===== config.mk =====
export PLATFORM = sky130hd
export DESIGN_NAME = siso_shift_ctrl
export DESIGN_NICKNAME = d
export VERILOG_FILES = /design/src/rtl/siso_shift_ctrl.sv
export SDC_FILE = /design/constraint.sdc
export NUM_CORES = 1
export LEC_CHECK = 0
export ABC_AREA = 0
export BUFFER_PORTS_ARGS = -buffer_cell sky130_fd_sc_hd__buf_2
export CORE_MARGIN = 1
export CORE_UTILIZATION = 45
export DETAILED_ROUTE_END_ITERATION = 16
export PLACE_DENSITY = 0.76
export SLEW_MARGIN = 5
export SYNTH_ARGS = -nofsm -noshare
export SYNTH_HDL_FRONTEND = slang
export SYNTH_SLANG_ARGS = --single-unit

===== constraint.sdc =====
create_clock -name clk -period 1.8 [get_ports clk]
set_clock_uncertainty 0.1 [all_clocks]
set_input_delay 0.36 -clock clk [delete_from_list [all_inputs] [get_ports clk]]
set_output_delay 0.36 -clock clk [all_outputs]
set_load 0.01 [all_outputs]

===== src/rtl/siso_shift_ctrl.sv =====
// siso_shift_ctrl: serialises parallel words onto a single-bit output.
// Words are accepted through a valid/ready handshake. The bit order is
// chosen per word. A fixed idle gap follows each frame, and completed
// frames are counted.
//
// state   | meaning
// --------+-------------------------------------------------------------
// S_IDLE  | waiting for in_valid; in_ready high
// S_SHIFT | presenting frame bits on sout, one per clock
// S_GAP   | inter-frame idle gap running, no accept
module siso_shift_ctrl #(
  parameter int WIDTH = 4,
  parameter int GAP   = 2,
  parameter int CNT_W = 8
) (
  input  logic             clk,
  input  logic             rst,
  input  logic             in_valid,
  input  logic [WIDTH-1:0] in_data,
  input  logic             msb_first,
  output logic             in_ready,
  output logic             sout,
  output logic             sout_valid,
  output logic             busy,
  output logic             done,
  output logic [CNT_W-1:0] frame_cnt
);

  localparam int BC_W  = $clog2(WIDTH + 1);
  localparam int GAP_W = (GAP < 2) ? 1 : $clog2(GAP);

  localparam logic [BC_W-1:0]  CNT_LAST = BC_W'(WIDTH);
  localparam logic [GAP_W-1:0] GAP_INIT = GAP_W'((GAP > 0) ? GAP - 1 : 0);
  localparam logic             HAS_GAP  = (GAP > 0);

  typedef enum logic [1:0] {S_IDLE, S_SHIFT, S_GAP} state_t;

  state_t             state_q, state_d;
  logic [WIDTH-1:0]   shreg_q, shreg_d;
  logic               msb_q, msb_d;
  logic [BC_W-1:0]    bit_cnt_q, bit_cnt_d;
  logic [GAP_W-1:0]   gap_cnt_q, gap_cnt_d;
  logic               sout_q, sout_d;
  logic               sout_valid_q, sout_valid_d;
  logic               done_q, done_d;
  logic [CNT_W-1:0]   frame_cnt_q, frame_cnt_d;

  // Next-state and registered-output decode. The shift register is kept
  // pre-shifted so that the next bit always sits at its outgoing end.
  always_comb begin
    state_d      = state_q;
    shreg_d      = shreg_q;
    msb_d        = msb_q;
    bit_cnt_d    = bit_cnt_q;
    gap_cnt_d    = gap_cnt_q;
    sout_d       = 1'b0;
    sout_valid_d = 1'b0;
    done_d       = 1'b0;
    frame_cnt_d  = frame_cnt_q;

    case (state_q)
      S_IDLE: begin
        if (in_valid) begin
          msb_d        = msb_first;
          shreg_d      = msb_first ? (in_data << 1) : (in_data >> 1);
          sout_d       = msb_first ? in_data[WIDTH-1] : in_data[0];
          sout_valid_d = 1'b1;
          bit_cnt_d    = BC_W'(1);
          state_d      = S_SHIFT;
        end
      end
      S_SHIFT: begin
        if (bit_cnt_q == CNT_LAST) begin
          done_d      = 1'b1;
          frame_cnt_d = frame_cnt_q + 1'b1;
          bit_cnt_d   = '0;
          if (HAS_GAP) begin
            gap_cnt_d = GAP_INIT;
            state_d   = S_GAP;
          end else begin
            state_d   = S_IDLE;
          end
        end else begin
          sout_d       = msb_q ? shreg_q[WIDTH-1] : shreg_q[0];
          shreg_d      = msb_q ? (shreg_q << 1) : (shreg_q >> 1);
          sout_valid_d = 1'b1;
          bit_cnt_d    = bit_cnt_q + 1'b1;
        end
      end
      S_GAP: begin
        if (gap_cnt_q == '0) begin
          state_d = S_IDLE;
        end else begin
          gap_cnt_d = gap_cnt_q - 1'b1;
        end
      end
      default: state_d = S_IDLE;
    endcase
  end

  // State and output registers with synchronous reset; reset aborts any frame.
  always_ff @(posedge clk) begin
    if (rst) begin
      state_q      <= S_IDLE;
      shreg_q      <= '0;
      msb_q        <= 1'b0;
      bit_cnt_q    <= '0;
      gap_cnt_q    <= '0;
      sout_q       <= 1'b0;
      sout_valid_q <= 1'b0;
      done_q       <= 1'b0;
      frame_cnt_q  <= '0;
    end else begin
      state_q      <= state_d;
      shreg_q      <= shreg_d;
      msb_q        <= msb_d;
      bit_cnt_q    <= bit_cnt_d;
      gap_cnt_q    <= gap_cnt_d;
      sout_q       <= sout_d;
      sout_valid_q <= sout_valid_d;
      done_q       <= done_d;
      frame_cnt_q  <= frame_cnt_d;
    end
  end

  assign in_ready   = (state_q == S_IDLE);
  assign busy       = (state_q != S_IDLE);
  assign sout       = sout_q;
  assign sout_valid = sout_valid_q;
  assign done       = done_q;
  assign frame_cnt  = frame_cnt_q;

endmodule

Yosys cells after proc, flatten, opt, wreduce, memory -nomap -nowiden
Index checks and enable logic that the tools add are counted.
{"block": "word_totals", "register_bits": 22, "in_bits": 8, "output_inout_bits": 13, "elab_cells": 55}
{"block": "op_classes", "add_sub_neg": 3, "eq_ne": 7, "muxes": 24, "bitwise_logic": 1, "n_reduce_logical": 11}
{"operator": "$mux 4", "count": 4}
{"operator": "$mux 1", "count": 9}
{"operator": "$add 8x1->8 const B", "count": 1}
{"operator": "$ne 2x2->1 const B", "count": 4}
{"operator": "$pmux 4 s2", "count": 1}
{"operator": "$reduce_and 2->1", "count": 4}
{"operator": "$mux 2", "count": 3}
{"operator": "$mux 3", "count": 2}
{"operator": "$pmux 1 s2", "count": 3}
{"operator": "$pmux 2 s3", "count": 1}
{"operator": "$pmux 3 s2", "count": 1}
{"operator": "$reduce_and 3->1", "count": 2}
{"operator": "$reduce_bool 2->1", "count": 3}
{"operator": "$add 3x1->3 const B", "count": 1}
{"operator": "$eq 3x3->1 const B", "count": 1}
{"operator": "$eq 2x1->1 const B", "count": 1}
{"operator": "$eq 2x2->1 const B", "count": 1}
{"operator": "$logic_not 2->1", "count": 1}
{"operator": "$reduce_or 2->1", "count": 1}
{"operator": "$not 1->1", "count": 1}
{"operator": "$sub 1x1->1 const B", "count": 1}

Longest topological paths before layout
Gate-level depths: netlist of the first run.
{"block": "depth", "word_depth": 3, "mapped_depth": 6, "mapped_depth_nobuf": 5}

Worst setup path after synthesis of the first run
Ideal clock, no wire load.
{"block": "synth_timing", "path_kind": "register to register", "from": "register bit_cnt_q[0]", "to": "register frame_cnt_q[5] (netlist: frame_cnt[5])", "setup_ns": 0.071, "t_arrival_ns": 1.393, "required_time_ns": 1.629, "setup_slack_ns": 0.237, "path_stages_with_launch": 6, "n_path_buf": 0, "period_less_slack_ns": 1.563, "path_cell_list": "dfxtp_1 inv_1 ha_1 nand4b_4 or4_1 a21oi_1"}
{"block": "synth_via", "elab_chain_len": 2}
{"item": "start: declaration", "line_no": "41", "source": "logic [BC_W-1:0] bit_cnt_q, bit_cnt_d;"}
{"item": "start signal: assignment", "line_no": "117", "source": "bit_cnt_q <= bit_cnt_d;"}
{"item": "$eq 3x3->1", "line_no": "73", "source": "if (bit_cnt_q == CNT_LAST) begin"}
{"item": "$reduce_and 2->1 (no source line)"}
{"item": "end signal: assignment", "line_no": "122", "source": "frame_cnt_q <= frame_cnt_d;"}
{"item": "end: declaration", "line_no": "46", "source": "logic [CNT_W-1:0] frame_cnt_q, frame_cnt_d;"}
Every way passes these cells.
A chain may end at the register's enable or synchronous reset.

Final worst setup path of the first run
{"block": "layout_timing", "from": "register bit_cnt_q[0]", "to": "register frame_cnt_q[3] (netlist: frame_cnt[3])"}
Same word-level chain as after synthesis.

==> key figures, run 1 <==
STA
  – Max Fclk: 610 MHz
  – Final hold viol count: 0
  – Crit share post-route: 91.1%
  – Unrepaired setup endpoints after global routing: false
  – Worst Tran Pin Value: 0.460 ns
  – Min Clock Period, post-route: 1.64 ns
  – Final setup fails: 0
  – Final Max Slew Viols: 0
  – Setup TNS Final: 0 ns
  – Max transition margin: 69.2%

Placement
  – Final RePlAce weighted congestion: 0.814
  – Port bufs: 20
  – DP Cell Count: 166
  – Placed inst area: 1200 sq um
  – Final HPWL DP: 1.54 mm

CTS
  – Worst-Skew Late Latency: 0.30 ns
  – CTS tree: done
  – CTS clk-pin slew, worst paths: 0.11 ns
  – Num Clock Sinks: 22
  – Clk buf depth: 2
  – Num CTS Buffers: 3
  – Clk root buf: clkbuf_4
  – H-tree levels: 1
  – CTS Hold Bufs: 0

Synth
  – Synth area leader: dfxtp_1
  – Synth area leaders: dfxtp_1 41%, a21oi_1 5.2%, a211oi_1 3.5%
  – Post-Syn Area: 1060 sq um
  – Synth Instances: 120
  – Number of synthesized register bits: 22
  – Syn Area/Cell: 8.86 sq um
  – Top cell type's share of synthesized area: 41.4%
  – Yosys warnings: 0
  – Syn_nets: 131
  – Netlist cell types: 35
  – Sequential area share after synthesis: 41.4%

Detailed routing
  – Final WL: 2.10 mm
  – WL/cell: 12.3 um
  – Drt pass-1 iters: 5
  – Routed vias: 948
  – DRT iter0 DRCs: 26
  – Remaining DRCs: 0
  – Post-route ant nets: 0
  – Via-to-Cell Ratio: 5.54

Setup path
  – R2R Path End: frame_cnt[3]
  – Crit end category: flop
  – Critical Path AT: 1.78 ns
  – R2R Setup Slk: 0.16 ns
  – Worst Setup SP: bit_cnt_q[0]
  – Req. time, crit path: 1.94 ns
  – Type of origin of the critical path: flop
  – Worst r2r src: bit_cnt_q[0]
  – Crit-path max FO: 9
  – Worst r2r path cells: 6
  – Crit path kind: flop to flop

Floorplan
  – Chip Width: 50.6 um
  – Core Region: 2210 sq um
  – I/O Pins: 21
  – Die footprint: 2560 sq um
  – Die height: 50.6 um
  – Row count: 17
  – Starting Density: 48.1%

Min path
  – Hold path depth: 3
  – Hold Crit Start: in_data[2]
  – Worst Hold End: shreg_q[3]
  – Hold WC Path Type: input port to flop

Global route
  – Vias in the first global route: 847
  – Grt ovf: 0
  – First-pass GRT wire length: 3.64 mm
  – Pin count of the biggest net entering global routing: 22
  – Total track usage: 19.1%
  – Initial antenna violation count: 0

Cells and area
  – Design Area, Final: 1240 sq um
  – Final net count: 156
  – Layout Cells excl Fill: 171
  – Diode count: 0
  – Area Overhead vs Synth: 17.1%
  – Share of layout cells above drive strength 1: 23.8%

Flow run
  – Max_cap viols: 0

Power
  – Power Density: 673 nW/um^2
  – Leak pwr: 0.522 nW
  – Peak supply drop: 0.488 mV

Run status
  – Status: completed
## cell type report
cell class,count,area [sq um]
fill,217,967
multi-input combinational,85,576
sequential,22,440
timing repair buffer,26,145
tap,28,35.0
inverter,7,26.3
clock buffer,3,22.5
## power by group
group / switching [mW] / internal [mW] / total [mW]
clock: 0.131 / 0.0781 / 0.210
sequential: 0.0139 / 0.504 / 0.518
combinational: 0.0589 / 0.0511 / 0.110
total: 0.204 / 0.633 / 0.838
## what timing repair did
item	4_1_cts	5_1_grt
buffers inserted	0	2
setup endpoints to repair	0	1
resized for setup	0	1
## Yosys cell counts (all sizes together)
master,count
a22oi,1
mux2,2
nand2b,3
and2,1
clkbuf,5
nand3,6
or4,3
inv,7
nor2,7
o21ai,4
xor2,1
and3,1
nand3b,2
nand4,1
or3,3
mux2i,2
a32oi,1
ha,3
buf,1
o21ba,1
o31ai,3
a2bb2oi,1
nor3,1
nor2b,6
nand2,5
nand4b,1
a31oi,2
o32ai,2
o21bai,1
a311oi,1
nor4bb,1
dfxtp,22
a21oi,11
nor3b,3
a211oi,5
## worst max-delay path, stage by stage, from the launching register on
cell and delay [ns]:
dfxtp_1 0.34, inv_1 0.08, ha_2 0.21, nand4b_4 0.16
buf_4 0.20, or3_1 0.34, a21oi_1 0.15
## how the worst max path moves through the flow
stage | slack (ns) | to
final | 0.16 | frame_cnt[3]
after global routing | 0.04 | frame_cnt[3]
after CTS | 0.11 | frame_cnt[3]
after detailed placement | 0.13 | frame_cnt[3]
after global placement | 0.20 | frame_cnt[3]
after floorplan | 0.24 | frame_cnt[5]
## placed cells by master, fill, tap and decap left out, types with 3 or more instances in the layout
cell      Yosys  layout
o21ai_0       4       4
inv_1         7       7
buf_2         1      20
or3_1         3       3
a21oi_1      11      11
nand3_1       6       6
nand2_1       5       5
clkbuf_4      0       3
o31ai_1       3       3
nor3b_1       3       3
buf_4         0       6
or4_1         3       3
nor2_1        7       7
nand2b_1      3       3
a211oi_1      5       5
nor2b_1       6       6
dfxtp_1      22      22
## flip-flops by register name (all words and copies together) (netlist names), 2 cells and up
name and cells:
state_q 2, shreg_q 4, bit_cnt_q 3, frame_cnt 8
## kinds of logic (layout without fill, tap and decap cells)
group                    count (synthesis)  after routing  synth area share [%]
adder cells (fa/ha/maj)                  3              3                  3.53
multiplexers                             4              4                  4.00
AND/OR/NAND/NOR                         44             44                  25.2
XOR/XNOR                                 1              1                 0.824
AO/OA/AOI/OAI                           33             33                  20.4
buffers and inverters                   13             36                  4.71
flip-flops                              22             22                  41.4
## per-stage QoR
stage	power, mW	setup slack [ns]	hold WS (ns)	utilization [%]
after detailed placement	0.638	0.126	0.384	54.5
after floorplan	0.602	0.237	0.373	-
after CTS	0.845	0.111	0.250	55.5
after global placement	0.635	0.204	0.364	54.5
after global routing	0.889	0.0384	0.261	56.3
final	0.838	0.160	0.259	56.3
## layer usage
layer | global-route usage, % | up-vias | wire [um]
li1 | - | 485 | -
met2 | 31.1 | 23 | 943
met1 | 23.2 | 435 | 1020
met4 | 12.5 | 0 | 45
met3 | 2.73 | 5 | 85
met5 | 0 | - | 0
Power figures use the tool's default switching activity.
==> run 2: changes to the inputs <==
ABC_AREA = 1   (was 0)
clock period = 2 ns   (was 1.8 ns; I/O delays follow)
==> key figures, run 2 <==
Setup path
  – Req. time, crit path: 1.50 ns
  – Crit path kind: flop to primary output
  – Worst r2r path cells: 8
  – Critical Path AT: 1.09 ns
  – Worst r2r src: bit_cnt_q[0]
  – Type of origin of the critical path: flop
  – R2R Path End: frame_cnt[1]
  – Crit-path max FO: 5
  – R2R Setup Slk: 0.51 ns
  – Crit end category: primary output

Detailed routing
  – Drt pass-1 iters: 6
  – Post-route ant nets: 0
  – Remaining DRCs: 0
  – Via-to-Cell Ratio: 4.99
  – Routed vias: 1058
  – Final WL: 2.20 mm
  – DRT iter0 DRCs: 27
  – WL/cell: 10.4 um

Power
  – Power Density: 665 nW/um^2
  – Power, Total: 0.827 mW
  – Leak pwr: 0.612 nW
  – Peak supply drop: 0.445 mV

Synth
  – Synth area leaders: dfxtp_1 40%, nand2_1 14%, nor2_1 7.9%
  – Ys async rst share: 0%
  – Syn_nets: 175
  – Netlist cell types: 18
  – Post-Syn Area: 1100 sq um
  – Cell with the most instances after synthesis: nand2_1
  – Synth area leader: dfxtp_1
  – Yosys warnings: 0
  – Syn Area/Cell: 6.69 sq um
  – Synth Instances: 164
  – Top cell type's share of synthesized area: 40.1%
  – Top post-synthesis cells by count: 42 x nand2_1, 23 x nor2_1, 22 x dfxtp_1, 22 x inv_1, 13 x nand3_1
  – Top FF cell, synth: dfxtp_1
  – Post-synth EDFFs: 0
  – Number of synthesized register bits: 22
  – Sequential area share after synthesis: 40.1%

Placement
  – Placed inst area: 1210 sq um
  – Final RePlAce weighted congestion: 0.780
  – Final HPWL DP: 1.68 mm
  – DP Cell Count: 208
  – Port bufs: 20
  – Dpl ws: 0.542 ns

STA
  – Final worst setup slack: 0.412 ns
  – Final hold viol count: 0
  – Max transition margin: 71.2%
  – Final setup fails: 0
  – Final Max Slew Viols: 0
  – Max Fclk: 630 MHz
  – Crit share post-route: 79.4%
  – Min Clock Period, post-route: 1.59 ns
  – Worst Tran Pin Value: 0.428 ns
  – Unrepaired setup endpoints after global routing: false
  – Setup TNS Final: 0 ns
  – Hold Slack: 0.277 ns

Global route
  – Initial antenna violation count: 0
  – Grt ovf: 0
  – Total track usage: 18.1%
  – Pin count of the biggest net entering global routing: 14
  – First-pass GRT wire length: 3.50 mm
  – Vias in the first global route: 830

CTS
  – Num CTS Buffers: 3
  – Post_cts resized: 0
  – Clk buf depth: 2
  – Clk root buf: clkbuf_4
  – Postcts setup bufs: 0
  – H-tree levels: 1
  – CTS clk-pin slew, worst paths: 0.12 ns
  – Worst-Skew Late Latency: 0.30 ns
  – Num Clock Sinks: 22
  – CTS tree: done
  – CTS Hold Bufs: 0

Cells and area
  – # fillers: 238
  – Max FFs per register: 8
  – Multi-input combinational cell area: 542 sq um
  – Diode count: 0
  – Area Overhead vs Synth: 13.3%
  – Core Util, Final: 55.2%
  – Final net count: 196
  – Layout Cells excl Fill: 212
  – Register Area: 440 sq um
  – Commonest non-fill, non-tap cells in the layout: 42 x nand2_1, 23 x nor2_1, 22 x inv_1, 22 x dfxtp_1, 20 x buf_2
  – Share of layout cells above drive strength 1: 17.4%
  – Design Area, Final: 1240 sq um
  – Commonest non-fill, non-tap cell in the layout: nand2_1

Floorplan
  – Starting Density: 48.7%
  – Die footprint: 2640 sq um
  – Row count: 17
  – I/O Pins: 21
  – Chip Width: 51.4 um
  – Core Region: 2250 sq um
  – Die height: 51.4 um

Run status
  – Status: completed

Min path
  – Hold WC Path Type: input port to flop
  – Hold path depth: 2
  – Hold Crit Start: rst
  – Worst Hold End: bit_cnt_q[2]

Flow run
  – Max_cap viols: 0
## run 2: how the worst max path moves through the flow
stage | startpoint | end | slack, ns
finish | state_q[0] | busy | 0.41
global route | state_q[1] | busy | 0.34
CTS | state_q[1] | busy | 0.40
detailed placement | bit_cnt_q[0] | frame_cnt[1] | 0.54
global placement | bit_cnt_q[0] | frame_cnt[1] | 0.58
floorplan | bit_cnt_q[0] | shreg_q[3] | 0.68
## run 2: critical path, stage by stage, from the launching register on
cell and delay (ns):
dfxtp_1 0.38, nor2_1 0.21, inv_1 0.06, buf_2 0.14
## run 2: logic make-up (layout without fill, tap and decap cells)
kind of cell               count (synthesis)  in the layout  synth area share [%]
AOI/OAI and AO/OA                         23             23                  11.2
adders and majority gates                  3              3                  3.42
buffers and inverters                     28             48                  10.5
DFF                                       22             22                  40.1
and+or+nand+nor                           88             88                  34.8
## run 2: area by class of cell
cell class              instances  share of cell area, %
inverters                      24                   7.24
clock buffers                   4                   2.92
flip-flops and latches         22                   35.4
well taps                      28                   2.82
multi-input cells             114                   43.6
repair buffers                 20                   8.05
## run 2: routing by layer
layer  global-route usage, %  vias to the layer above  share of wire [%]
li1                        -                      554                  -
met2                    31.8                       31                 50
met4                    4.05                        0               0.86
met5                       0                        -                  0
met3                    6.55                        5                4.4
met1                    20.6                      468                 45
## run 2: where the power goes
part           total [mW]  internal, mW  switching (mW)
Combinational       0.112        0.0404          0.0713
Clock               0.242         0.111           0.131
Sequential          0.473         0.458          0.0151
Total               0.827         0.610           0.217
==> run 3: changes to the inputs <==
ABC_AREA = 0   (was 1)
clock period = 1.6 ns   (was 2 ns; I/O delays follow)
==> key figures, run 3 (synthesized netlist as in run 1, its figures left out) <==
STA
  – Min Clock Period, post-route: 1.53 ns
  – Hold Slack: 0.185 ns
  – Final worst setup slack: 0.0731 ns
  – Max Fclk: 655 MHz
  – Final setup fails: 0
  – Crit share post-route: 95.4%
  – Final Max Slew Viols: 0
  – Worst Tran Pin Value: 0.278 ns
  – Final hold viol count: 0
  – Unrepaired setup endpoints after global routing: false
  – Max transition margin: 81.4%

CTS
  – Num CTS Buffers: 3
  – H-tree levels: 1
  – Clk buf depth: 2
  – CTS clk-pin slew, worst paths: 0.11 ns
  – Num Clock Sinks: 22
  – Worst-Skew Late Latency: 0.29 ns
  – CTS Hold Bufs: 0
  – Clk root buf: clkbuf_4
  – CTS tree: done

Detailed routing
  – Via-to-Cell Ratio: 5.49
  – Post-route ant nets: 0
  – Routed vias: 983
  – DRT iter0 DRCs: 22
  – Metal3 WL: 106 um
  – Met2 wire len: 1.09 mm
  – Met1 WL: 1.05 mm
  – Remaining DRCs: 0
  – Top layer in use: met4
  – Final WL: 2.26 mm
  – WL/cell: 12.6 um
  – Drt pass-1 iters: 4

Floorplan
  – Die height: 50.6 um
  – Row count: 17
  – Chip Width: 50.6 um
  – Die footprint: 2560 sq um
  – I/O Pins: 21
  – Starting Density: 48.1%
  – Core Region: 2210 sq um

Global route
  – Pin count of the biggest net entering global routing: 15
  – First-pass GRT wire length: 3.84 mm
  – Total track usage: 19.9%
  – Initial antenna violation count: 0
  – Vias in the first global route: 911
  – Grt ovf: 0

Setup path
  – Critical Path AT: 1.62 ns
  – Type of origin of the critical path: flop
  – Crit path kind: flop to flop
  – Req. time, crit path: 1.69 ns
  – Crit-path max FO: 4
  – Crit end category: flop

Cells and area
  – Commonest non-fill, non-tap cells in the layout: 20 x dfxtp_1, 20 x buf_2, 13 x buf_4
  – Final net count: 164
  – Register Area: 445 sq um
  – Max FFs per register: 8
  – Share of layout cells above drive strength 1: 32.5%
  – Multi-input combinational cell area: 596 sq um
  – Diode count: 0
  – # fillers: 198
  – Area Overhead vs Synth: 25.4%
  – Design Area, Final: 1330 sq um
  – Core Util, Final: 60.3%

Power
  – Power Density: 723 nW/um^2
  – Peak supply drop: 0.630 mV
  – Leak pwr: 0.587 nW

Flow run
  – Max_cap viols: 0

Placement
  – Port bufs: 20
  – Placed inst area: 1260 sq um
  – Dpl ws: -0.0387 ns
  – Final RePlAce weighted congestion: 0.840
  – Final HPWL DP: 1.71 mm

Run status
  – Status: completed

Min path
  – Hold WC Path Type: input port to flop
## run 3: cell count changes in the layout (fill, tap and decap cells not counted), moves of 4 or more
| cell | change |
|---|---|
| nand2_1 | -37 |
| inv_1 | -17 |
| nor2_1 | -17 |
| buf_4 | +13 |
| nand3_1 | -7 |
| nor2b_1 | +6 |
| o21ai_0 | -6 |
| a211oi_1 | +4 |
## run 3: timing repair
action                                  4_1_cts  5_1_grt
gates cloned                                  0        0
pin swaps                                     0        1
hold endpoints to repair                      0        0
gates resized for setup                       4        7
endpoints found under the setup margin       10       10
setup buffers                                 1        1
## run 3: critical path: stages, from the launching register on
cell	delay, ns
dfxtp_1	0.36
inv_2	0.06
ha_4	0.17
buf_4	0.14
nand3_1	0.14
nand3b_1	0.15
o32ai_1	0.32
## run 3: worst paths after layout
check          startpoint      endpoint  slack [ns]  cells past startpoint
max          bit_cnt_q[0]    shreg_q[2]        0.07                      6
min                   rst     gap_cnt_q        0.19                      2
max reg2reg  bit_cnt_q[0]    shreg_q[2]        0.07                      6
min reg2reg  frame_cnt[7]  frame_cnt[7]        0.39                      2
## run 3: area by class of cell
cell class | count | share of cell area, %
Multi-Input combinational cell | 85 | 44.7
Sequential cell | 22 | 33.4
Timing Repair Buffer | 34 | 15.7
Tap cell | 28 | 2.63
Inverter | 7 | 1.97
Clock buffer | 3 | 1.69
## run 3: report_power, final
part	total (mW)	internal [mW]	switching (mW)
Sequential	0.585	0.567	0.0181
Combinational	0.148	0.0759	0.0722
Clock	0.231	0.0875	0.144
## run 3: through the flow
step                      setup TNS, ns  cells  power, mW
after floorplan                       0    120      0.677
after global placement                0    174      0.729
after detailed placement        -0.0926    174      0.735
after CTS                             0    178      0.973
after global routing                  0    179       1.02
final                                 0    179      0.965
## run 3: per-layer routing
| metal | global-route usage, % | up-vias |
|---|---|---|
| met5 | 0 | - |
| li1 | - | 503 |
| met2 | 32.9 | 24 |
| met3 | 4.55 | 2 |
| met4 | 9.72 | 0 |
| met1 | 24.0 | 454 |
